[src/rtl/mm_seq_pkg.sv]
// Shared constants and state encoding for the 4x4 GF(2^8) matrix-product sequencer.
package mm_seq_pkg;

    localparam int unsigned N            = 4;
    localparam int unsigned ISSUE_COUNT  = N * N * N;
    localparam int unsigned RESULT_COUNT = N * N;

    // Issue counter t = {i, j, k}, k innermost.
    localparam int unsigned IDX_W   = 2;
    localparam int unsigned T_I_LSB = 4;
    localparam int unsigned T_J_LSB = 2;
    localparam int unsigned T_K_LSB = 0;

    typedef enum logic [1:0] {
        StIdle  = 2'd0,
        StRun   = 2'd1,
        StDrain = 2'd2
    } state_e;

endpackage

[src/rtl/mm_operand_bank.sv]
// 16-entry register file: one synchronous write port, one combinational read port.
module mm_operand_bank
    import mm_seq_pkg::*;
#(
    parameter int unsigned W = 8
) (
    input  logic         clk,
    input  logic         we,
    input  logic [3:0]   waddr,
    input  logic [W-1:0] wdata,
    input  logic [3:0]   raddr,
    output logic [W-1:0] rdata
);

    logic [W-1:0] mem [RESULT_COUNT];

    always_ff @(posedge clk) begin
        if (we) begin
            mem[waddr] <= wdata;
        end
    end

    assign rdata = mem[raddr];

endmodule

[src/rtl/mm_sequencer.sv]
// Streams A/B element pairs of a 4x4 matrix product into the serial MAC datapath
// and collects the 16 returned result bytes into a readable bank.
module mm_sequencer
    import mm_seq_pkg::*;
#(
    parameter int unsigned W       = 8,
    parameter int unsigned TIMEOUT = 16
) (
    input  logic         clk,
    input  logic         rst,
    input  logic         wr_en,
    input  logic         wr_sel,
    input  logic [3:0]   wr_addr,
    input  logic [W-1:0] wr_data,
    input  logic         start,
    input  logic         abort,
    output logic         busy,
    output logic         done,
    output logic         err,
    output logic [W-1:0] mc,
    output logic [W-1:0] mi,
    output logic         op_valid,
    output logic         op_first,
    output logic         op_last,
    input  logic [W-1:0] prod_in,
    input  logic         prod_valid,
    input  logic [3:0]   rd_addr,
    output logic [W-1:0] rd_data
);

    localparam int unsigned TW = $clog2(TIMEOUT + 1);

    state_e         state_q, state_d;
    logic [5:0]     t_q, t_d;
    logic [4:0]     r_q, r_d;
    logic [TW-1:0]  tmr_q, tmr_d;
    logic           err_q, err_d;
    logic           done_q, done_d;
    logic           opv_q, opv_d;
    logic           opf_q, opf_d;
    logic           opl_q, opl_d;
    logic [W-1:0]   mc_q, mc_d;
    logic [W-1:0]   mi_q, mi_d;
    logic [W-1:0]   rd_q;

    logic [5:0]     t_iss;
    logic           iss;
    logic           cap;
    logic           idle;
    logic [3:0]     a_raddr, b_raddr;
    logic [W-1:0]   a_rdata, b_rdata, c_rdata;

    assign idle = (state_q == StIdle);
    assign cap  = prod_valid && !idle && (r_q < 5'(RESULT_COUNT));

    // Index of the pair loaded into the output registers at the next edge.
    always_comb begin
        t_iss = idle ? 6'd0 : t_q + 6'd1;
    end

    assign a_raddr = {t_iss[T_I_LSB +: IDX_W], t_iss[T_K_LSB +: IDX_W]};
    assign b_raddr = {t_iss[T_K_LSB +: IDX_W], t_iss[T_J_LSB +: IDX_W]};

    mm_operand_bank #(.W(W)) u_bank_a (
        .clk   (clk),
        .we    (wr_en && !wr_sel && idle),
        .waddr (wr_addr),
        .wdata (wr_data),
        .raddr (a_raddr),
        .rdata (a_rdata)
    );

    mm_operand_bank #(.W(W)) u_bank_b (
        .clk   (clk),
        .we    (wr_en && wr_sel && idle),
        .waddr (wr_addr),
        .wdata (wr_data),
        .raddr (b_raddr),
        .rdata (b_rdata)
    );

    mm_operand_bank #(.W(W)) u_bank_c (
        .clk   (clk),
        .we    (cap),
        .waddr (r_q[3:0]),
        .wdata (prod_in),
        .raddr (rd_addr),
        .rdata (c_rdata)
    );

    always_comb begin
        state_d = state_q;
        t_d     = t_q;
        r_d     = r_q;
        tmr_d   = tmr_q;
        err_d   = err_q;
        done_d  = 1'b0;
        iss     = 1'b0;
        opv_d   = 1'b0;
        opf_d   = 1'b0;
        opl_d   = 1'b0;
        mc_d    = mc_q;
        mi_d    = mi_q;

        if (cap) begin
            r_d = r_q + 5'd1;
        end

        unique case (state_q)
            StIdle: begin
                if (start && !abort) begin
                    state_d = StRun;
                    t_d     = '0;
                    r_d     = '0;
                    tmr_d   = '0;
                    err_d   = 1'b0;
                    iss     = 1'b1;
                end
            end
            StRun: begin
                if (t_q == 6'(ISSUE_COUNT - 1)) begin
                    state_d = StDrain;
                end else begin
                    t_d = t_q + 6'd1;
                    iss = 1'b1;
                end
            end
            StDrain: begin
                tmr_d = cap ? '0 : tmr_q + 1'b1;
                // r_d covers the case where the last beat landed during RUN.
                if (r_d == 5'(RESULT_COUNT)) begin
                    done_d  = 1'b1;
                    state_d = StIdle;
                end else if (tmr_d == TW'(TIMEOUT)) begin
                    err_d   = 1'b1;
                    done_d  = 1'b1;
                    state_d = StIdle;
                end
            end
            default: state_d = StIdle;
        endcase

        if (iss) begin
            opv_d = 1'b1;
            opf_d = (t_iss[T_K_LSB +: IDX_W] == '0);
            opl_d = (t_iss[T_K_LSB +: IDX_W] == IDX_W'(N - 1));
            mc_d  = a_rdata;
            mi_d  = b_rdata;
        end

        if (abort) begin
            state_d = StIdle;
            err_d   = err_q;
            done_d  = 1'b0;
            opv_d   = 1'b0;
            opf_d   = 1'b0;
            opl_d   = 1'b0;
        end
    end

    always_ff @(posedge clk or posedge rst) begin
        if (rst) begin
            state_q <= StIdle;
            t_q     <= '0;
            r_q     <= '0;
            tmr_q   <= '0;
            err_q   <= 1'b0;
            done_q  <= 1'b0;
            opv_q   <= 1'b0;
            opf_q   <= 1'b0;
            opl_q   <= 1'b0;
            mc_q    <= '0;
            mi_q    <= '0;
            rd_q    <= '0;
        end else begin
            state_q <= state_d;
            t_q     <= t_d;
            r_q     <= r_d;
            tmr_q   <= tmr_d;
            err_q   <= err_d;
            done_q  <= done_d;
            opv_q   <= opv_d;
            opf_q   <= opf_d;
            opl_q   <= opl_d;
            mc_q    <= mc_d;
            mi_q    <= mi_d;
            rd_q    <= c_rdata;
        end
    end

    assign busy     = !idle;
    assign done     = done_q;
    assign err      = err_q;
    assign mc       = mc_q;
    assign mi       = mi_q;
    assign op_valid = opv_q;
    assign op_first = opf_q;
    assign op_last  = opl_q;
    assign rd_data  = rd_q;

endmodule

[config.mk]
export PLATFORM = sky130hd
export DESIGN_NAME = mm_sequencer
export DESIGN_NICKNAME = d
export VERILOG_FILES = /design/src/rtl/mm_seq_pkg.sv /design/src/rtl/mm_operand_bank.sv /design/src/rtl/mm_sequencer.sv
export SDC_FILE = /design/constraint.sdc
export NUM_CORES = 1
export LEC_CHECK = 0
export CAP_MARGIN = 0
export CORE_UTILIZATION = 45
export DETAILED_ROUTE_END_ITERATION = 10
export HOLD_SLACK_MARGIN = 0.12
export PLACE_DENSITY = 0.7
export RECOVER_POWER = 25
export SYNTH_ARGS = -nofsm -noshare
export SYNTH_HDL_FRONTEND = slang
export SYNTH_HIERARCHICAL = 1
export SYNTH_SLANG_ARGS = --single-unit
[constraint.sdc]
create_clock -name clk -period 6.5 [get_ports clk]
set_input_delay 1.95 -clock clk [delete_from_list [all_inputs] [get_ports clk]]
set_output_delay 1.95 -clock clk [all_outputs]
set_load 0.01 [all_outputs]
# Word level (Yosys, flattened, before mapping)
# Memories as Yosys holds them, arrays and structs flattened. A register that Yosys moved wholly into a read port is not among the register bits.
# Index checks and enable logic that the tools add are counted.
[totals]
memories = 3
out_inout_bits = 30
register_bits = 23
word_cells = 87
ram_bits = 384
inputBits = 31
[mem_list]
columns = ["name", "words", "word_bits", "rd", "rd_clocked_by_memory_dff", "write_ports", "line_no", "text"]
rows = [
  ["u_bank_a.mem", 16, 8, 1, 1, 1, "mm_operand_bank.sv:15", "logic [W-1:0] mem [RESULT_COUNT];"],
  ["u_bank_b.mem", 16, 8, 1, 1, 1, "mm_operand_bank.sv:15", ""],
  ["u_bank_c.mem", 16, 8, 1, 1, 1, "mm_operand_bank.sv:15", ""],
]
[op_classes]
n_lt_le_gt_ge = 1
add_sub_neg = 3
n_reduce_logical = 18
eq_ne = 13
bitwise_logic = 1
mux = 39
[ops]
columns = ["op", "count"]
rows = [
  ["$mux W5", 5],
  ["$mux W1", 21],
  ["$mux W6", 3],
  ["$pmux W6 S2", 1],
  ["$add A5 B1 Y5 const B", 2],
  ["$eq A5 B5 Y1 const B", 2],
  ["$mux W2", 5],
  ["$pmux W5 S2", 1],
  ["$logic_and A1 B1 Y1", 7],
  ["$add A6 B1 Y6 const B", 1],
  ["$eq A6 B6 Y1 const B", 1],
  ["$ne A2 B2 Y1 const B", 3],
  ["$pmux W2 S3", 1],
  ["$reduce_and A3 Y1", 2],
  ["$lt A5 B5 Y1 const B", 1],
  ["$reduce_and A5 Y1", 1],
  ["$eq A2 B2 Y1 const B", 2],
  ["$logic_not A2 Y1", 2],
  ["$ne A4 B4 Y1 const B", 1],
  ["$pmux W1 S2", 2],
  ["$reduce_bool A2 Y1", 2],
  ["$logic_not A1 Y1", 3],
  ["$ne A3 B2 Y1 const B", 1],
  ["$ne A3 B3 Y1 const B", 1],
  ["other kinds (4)", 4],
]

# Longest topological paths before layout
[depth]
word_depth = 10
depth_mapped = 10
depth_no_buf = 8

# Hierarchy
# The synthesis kept the hierarchy.
[by_module_without_submodules]
columns = ["mod", "cells_each", "n_inst", "area_each_um2", "seq_area_each_um2"]
rows = [
  ["mm_operand_bank", 221, 3, 4987.3, 3843.7],
  ["mm_sequencer", 166, 1, 2009.4, 1176.1],
]

# Worst setup path before layout
# No wires, ideal clock.
[synth_timing]
path_kind = "in2reg"
from = "in prod_valid"
to = "mem u_bank_c.mem[0][0] (enable)"
setup_time_ps = 383
path_slack_ps = 2789
cell_stages = 4
required_time_ps = 6117
n_path_buf = 1
t_arrival_ps = 3327
path_cell_list = "and3_4 -> buf_6 -> or3b_2 -> nor3_1"
[synth_between]
elab_chain_len = 4
[synth_rtl]
columns = ["item", "line_no", "text"]
rows = [
  ["start, declared", "mm_sequencer.sv:26", "input logic prod_valid,"],
  ["$logic_and A1 B1 Y1 (2 in a row)", "mm_sequencer.sv:54", "assign cap = prod_valid && !idle && (r_q < 5'(RESULT_COUNT));"],
  ["net cap", "mm_sequencer.sv:48", "logic cap;"],
  ["$mux W1", "mm_operand_bank.sv:18", "if (we) begin"],
  ["$mux W1 (not written as such)", "mm_operand_bank.sv:19", "mem[waddr] <= wdata;"],
  ["end, declared", "mm_operand_bank.sv:15", ""],
]
# The timed path passes the listed nets, and every way through them passes these cells.

# Worst setup path after layout
[layout_timing]
from = "reg state_q[0]"
to = "out busy"
[layout_between]
elab_chain_len = 2
[layout_rtl]
columns = ["item", "line_no", "text"]
rows = [
  ["start, declared", "mm_sequencer.sv:33", "state_e state_q, state_d;"],
  ["start signal, assigned", "mm_sequencer.sv:163", "state_q <= StIdle;"],
  ["start signal, assigned", "mm_sequencer.sv:176", "state_q <= state_d;"],
  ["$logic_not A2 Y1", "mm_sequencer.sv:53", "assign idle = (state_q == StIdle);"],
  ["$logic_not A1 Y1", "mm_sequencer.sv:191", "assign busy = !idle;"],
  ["end, declared", "mm_sequencer.sv:17", "output logic busy,"],
]
# No other way between the ends.

==> impl_metrics.xml <==
<?xml version="1.0" encoding="UTF-8"?>
<metrics>
  <group name="global_route">
    <metric name="grt_antenna_before_repair" unit="">0</metric>
    <metric name="grt_overflow_total" unit="">0</metric>
    <metric name="grt_util_all_layers" unit="">0.174</metric>
    <metric name="global_route_wire_length_before_repair" unit="microns">49700</metric>
    <metric name="grt_max_degree" unit="">48</metric>
    <metric name="via_count_of_the_first_global_routing_pass" unit="">8270</metric>
  </group>
  <group name="die">
    <metric name="initial_core_util" unit="">0.460</metric>
    <metric name="rows" unit="">70</metric>
    <metric name="die_width" unit="microns">196</metric>
    <metric name="core" unit="sq mm">0.0369</metric>
    <metric name="pin_count" unit="">61</metric>
    <metric name="floorplan.die_area" unit="sq mm">0.0385</metric>
    <metric name="floorplan.die.height" unit="microns">196</metric>
  </group>
  <group name="flow_run">
    <metric name="drv_cap" unit="">1</metric>
  </group>
  <group name="drt">
    <metric name="detailroute.wirelength.met2" unit="microns">16600</metric>
    <metric name="highest_layer" unit="">met4</metric>
    <metric name="met1_length" unit="microns">13700</metric>
    <metric name="postRouteWirelength" unit="microns">32800</metric>
    <metric name="first_iter_violations" unit="">665</metric>
    <metric name="post_drt_via_cell_ratio" unit="">5.64</metric>
    <metric name="drt_first_pass_iters" unit="">5</metric>
    <metric name="route.vias.total" unit="">8142</metric>
    <metric name="antenna_violating_nets_post_route" unit="">0</metric>
    <metric name="drt-wirelength-per-cell" unit="microns">22.7</metric>
    <metric name="drc" unit="">0</metric>
    <metric name="met3_wirelength" unit="microns">1870</metric>
  </group>
  <group name="clock_tree">
    <metric name="cts.path.max_buffers" unit="">3</metric>
    <metric name="clk_transition_reported_paths" unit="ps">60</metric>
    <metric name="cts_num_sinks" unit="">431</metric>
    <metric name="cts_htree_levels" unit="">2</metric>
    <metric name="insertion_delay" unit="ps">560</metric>
    <metric name="postCtsSetupBuffers" unit="">0</metric>
    <metric name="tritoncts" unit="">built</metric>
    <metric name="ctsHoldBuffers" unit="">0</metric>
    <metric name="post_cts_resize_count" unit="">0</metric>
    <metric name="cts_buffer_count" unit="">43</metric>
    <metric name="root_buffer" unit="">sky130_fd_sc_hd__clkbuf_16</metric>
  </group>
  <group name="layout">
    <metric name="area_growth" unit="%">14.1</metric>
    <metric name="final_area" unit="sq mm">0.0194</metric>
    <metric name="most_common_cell_after_layout_fill_and_taps_aside" unit="">sky130_fd_sc_hd__edfxtp_1</metric>
    <metric name="nNetsFinal" unit="">944</metric>
    <metric name="share_of_cells_above_drive_strength_1" unit="">0.160</metric>
    <metric name="ant_cells" unit="">0</metric>
    <metric name="leading_cell_types_in_the_layout_fill_and_taps_excluded" unit="">384 x sky130_fd_sc_hd__edfxtp_1, 54 x sky130_fd_sc_hd__mux4_2, 49 x sky130_fd_sc_hd__nor2_1, 49 x sky130_fd_sc_hd__clkdlybuf4s50_1, 48 x sky130_fd_sc_hd__a22oi_1</metric>
  </group>
  <group name="synthesis">
    <metric name="postSynthCellCount" unit="">829</metric>
    <metric name="synth-edff-count" unit="">384</metric>
    <metric name="dominantRegCellSynth" unit="">sky130_fd_sc_hd__edfxtp_1</metric>
    <metric name="seq_area_frac_synth" unit="">0.749</metric>
    <metric name="ys_seq_elements" unit="">431</metric>
    <metric name="ys_warn_count" unit="">6</metric>
    <metric name="synth_area" unit="sq mm">0.0170</metric>
    <metric name="synth.distinct_cells" unit="">48</metric>
    <metric name="syn-num-nets" unit="">863</metric>
    <metric name="async_flop_share" unit="">0.109</metric>
    <metric name="avgSynthCellArea" unit="sq um">20.5</metric>
  </group>
  <group name="sta">
    <metric name="hold_viol_final" unit="">0</metric>
    <metric name="final.min_clock_period" unit="ps">4070</metric>
    <metric name="max_slew.worst_pin.slew" unit="ps">1530</metric>
    <metric name="clock_skew" unit="ps">22.8</metric>
    <metric name="grt_setup_unrepaired" unit="">no</metric>
    <metric name="finalCritPeriodShare" unit="">0.627</metric>
    <metric name="timing.final.setup_violations" unit="">0</metric>
    <metric name="number_of_pins_exceeding_their_max_slew_limit_in_the_final_report" unit="">33</metric>
    <metric name="clock.fmax" unit="MHz">246</metric>
    <metric name="max-slew-margin-rel" unit="">-0.0189</metric>
    <metric name="finalSetupTns" unit="ps">0</metric>
  </group>
  <group name="setup_path">
    <metric name="worst-setup-path-type" unit="">flop to output port</metric>
    <metric name="regToRegSetupSlack" unit="ps">2990</metric>
    <metric name="crit_path_cell_trace" unit="">nor2_4, inv_2, clkdlybuf4s50_1</metric>
    <metric name="critical-path-max-stage-delay" unit="ps">500</metric>
    <metric name="slowest_stage" unit="">sky130_fd_sc_hd__clkdlybuf4s50_1</metric>
    <metric name="worst-r2r-cell-count" unit="">8</metric>
    <metric name="cp.arrival" unit="ps">2120</metric>
    <metric name="critPathLaunchType" unit="">flop</metric>
    <metric name="path_max_fanout" unit="">13</metric>
    <metric name="cp_data_required_time" unit="ps">4550</metric>
    <metric name="worst_setup_path_end_kind" unit="">output port</metric>
  </group>
  <group name="outcome">
    <metric name="run_status" unit="">finished with violations</metric>
    <metric name="violations" unit="">capacitance limit, slew limit</metric>
  </group>
  <group name="placed_design">
    <metric name="dp_hpwl" unit="microns">19900</metric>
    <metric name="place.gp.congestion" unit="">0.744</metric>
    <metric name="dpl-instance-area" unit="sq mm">0.0180</metric>
    <metric name="port-buffer-count" unit="">60</metric>
  </group>
  <group name="min_path">
    <metric name="holdCritPathClass" unit="">flop to flop</metric>
    <metric name="hold_path_depth" unit="">1</metric>
  </group>
  <group name="pwr">
    <metric name="static-leakage-power" unit="nW">6.28</metric>
    <metric name="ir_worst_vdd" unit="mV">0.260</metric>
    <metric name="power.density" unit="mW/mm^2">319</metric>
  </group>
</metrics>
==> Yosys cell counts, drive strengths merged, types with 7 or more instances <==
master	number	area, sq um
clkdlybuf4s25	9	90.1
nor2	53	206
a22oi	48	360
nand3	12	60.1
nand2	37	139
nor3	15	75.1
dfrtp	47	1180
o21ai	10	50.1
buf	24	196
xor2	7	61.3
edfxtp	384	11500
mux4	96	2320
nand2b	9	56.3
mux2	16	180
==> final cells by class <==
cell class | count | area [sq um]
tap | 504 | 631
fill | 2854 | 17500
clock inverter | 18 | 203
clock buffer | 57 | 1160
inverter | 5 | 18.8
sequential | 431 | 12700
multi-input combinational | 358 | 3980
timing repair buffer | 71 | 663
==> where the power goes <==
group | internal, mW | leakage [nW] | total [mW] | switching [mW]
Sequential | 3.10 | 4.05 | 3.16 | 0.0618
Clock | 1.41 | 0.671 | 2.39 | 0.976
Combinational | 0.298 | 1.56 | 0.624 | 0.326
==> stage by stage <==
| step | hold WS (ps) | power, mW | setup slack, ps | util | cells |
|---|---|---|---|---|---|
| 3_5_place_dp | 498 | 3.85 | 1910 | 0.488 | 1369 |
| 4_1_cts | 511 | 6.24 | 2410 | 0.525 | 1444 |
| 6_report | 505 | 6.18 | 2430 | 0.525 | 1444 |
| 2_1_floorplan | 469 | 3.58 | 2790 | - | 829 |
| 3_3_place_gp | 487 | 3.84 | 2020 | 0.488 | 1369 |
| 5_1_grt | 534 | 6.39 | 2330 | 0.525 | 1444 |
==> cells by family (layout without fill, tap and decap cells) <==
kind of cell,after synthesis,in the layout,share of synthesized area
muxes,113,113,0.148
and+or+nand+nor,158,158,0.0455
DFF,431,431,0.749
adders and majority gates,3,3,0.00221
AOI/OAI and AO/OA,74,74,0.0321
buffers and inverters,40,151,0.0184
xor gates and xnor gates,10,10,0.00516
==> per-layer routing <==
metal,global-route usage,vias to the layer above
met1,0.235,4225
met5,0,-
met4,0.0535,0
met3,0.0273,55
met2,0.293,267
li1,-,3595
==> worst paths after layout <==
| check | from | to |
|---|---|---|
| worst max-delay path | state_q[0] | busy |
| worst min-delay path | mi[2] | mi[2] |
| worst max register to register | t_q[0] | mi[3] |
| worst min register to register | mi[2] | mi[2] |
| max in group asynchronous | rst | tmr_q[4] |
| min in group asynchronous | rst | rd_data[6] |
==> worst max-delay path, delay by kind of cell (launching register included) <==
family        cells  cell delay [ps]
buf+inv           2              600
simple gates      1              480
flops             1              490
==> flip-flops by register name, indices dropped and copies added (netlist names), 6 cells and up <==
register	cells
u_bank_a/mem	128
u_bank_b/mem	128
rd_data	8
mi	8
mc	8
t_q	6
u_bank_c/mem	128
Note: power is estimated with default switching activity, not from simulation.
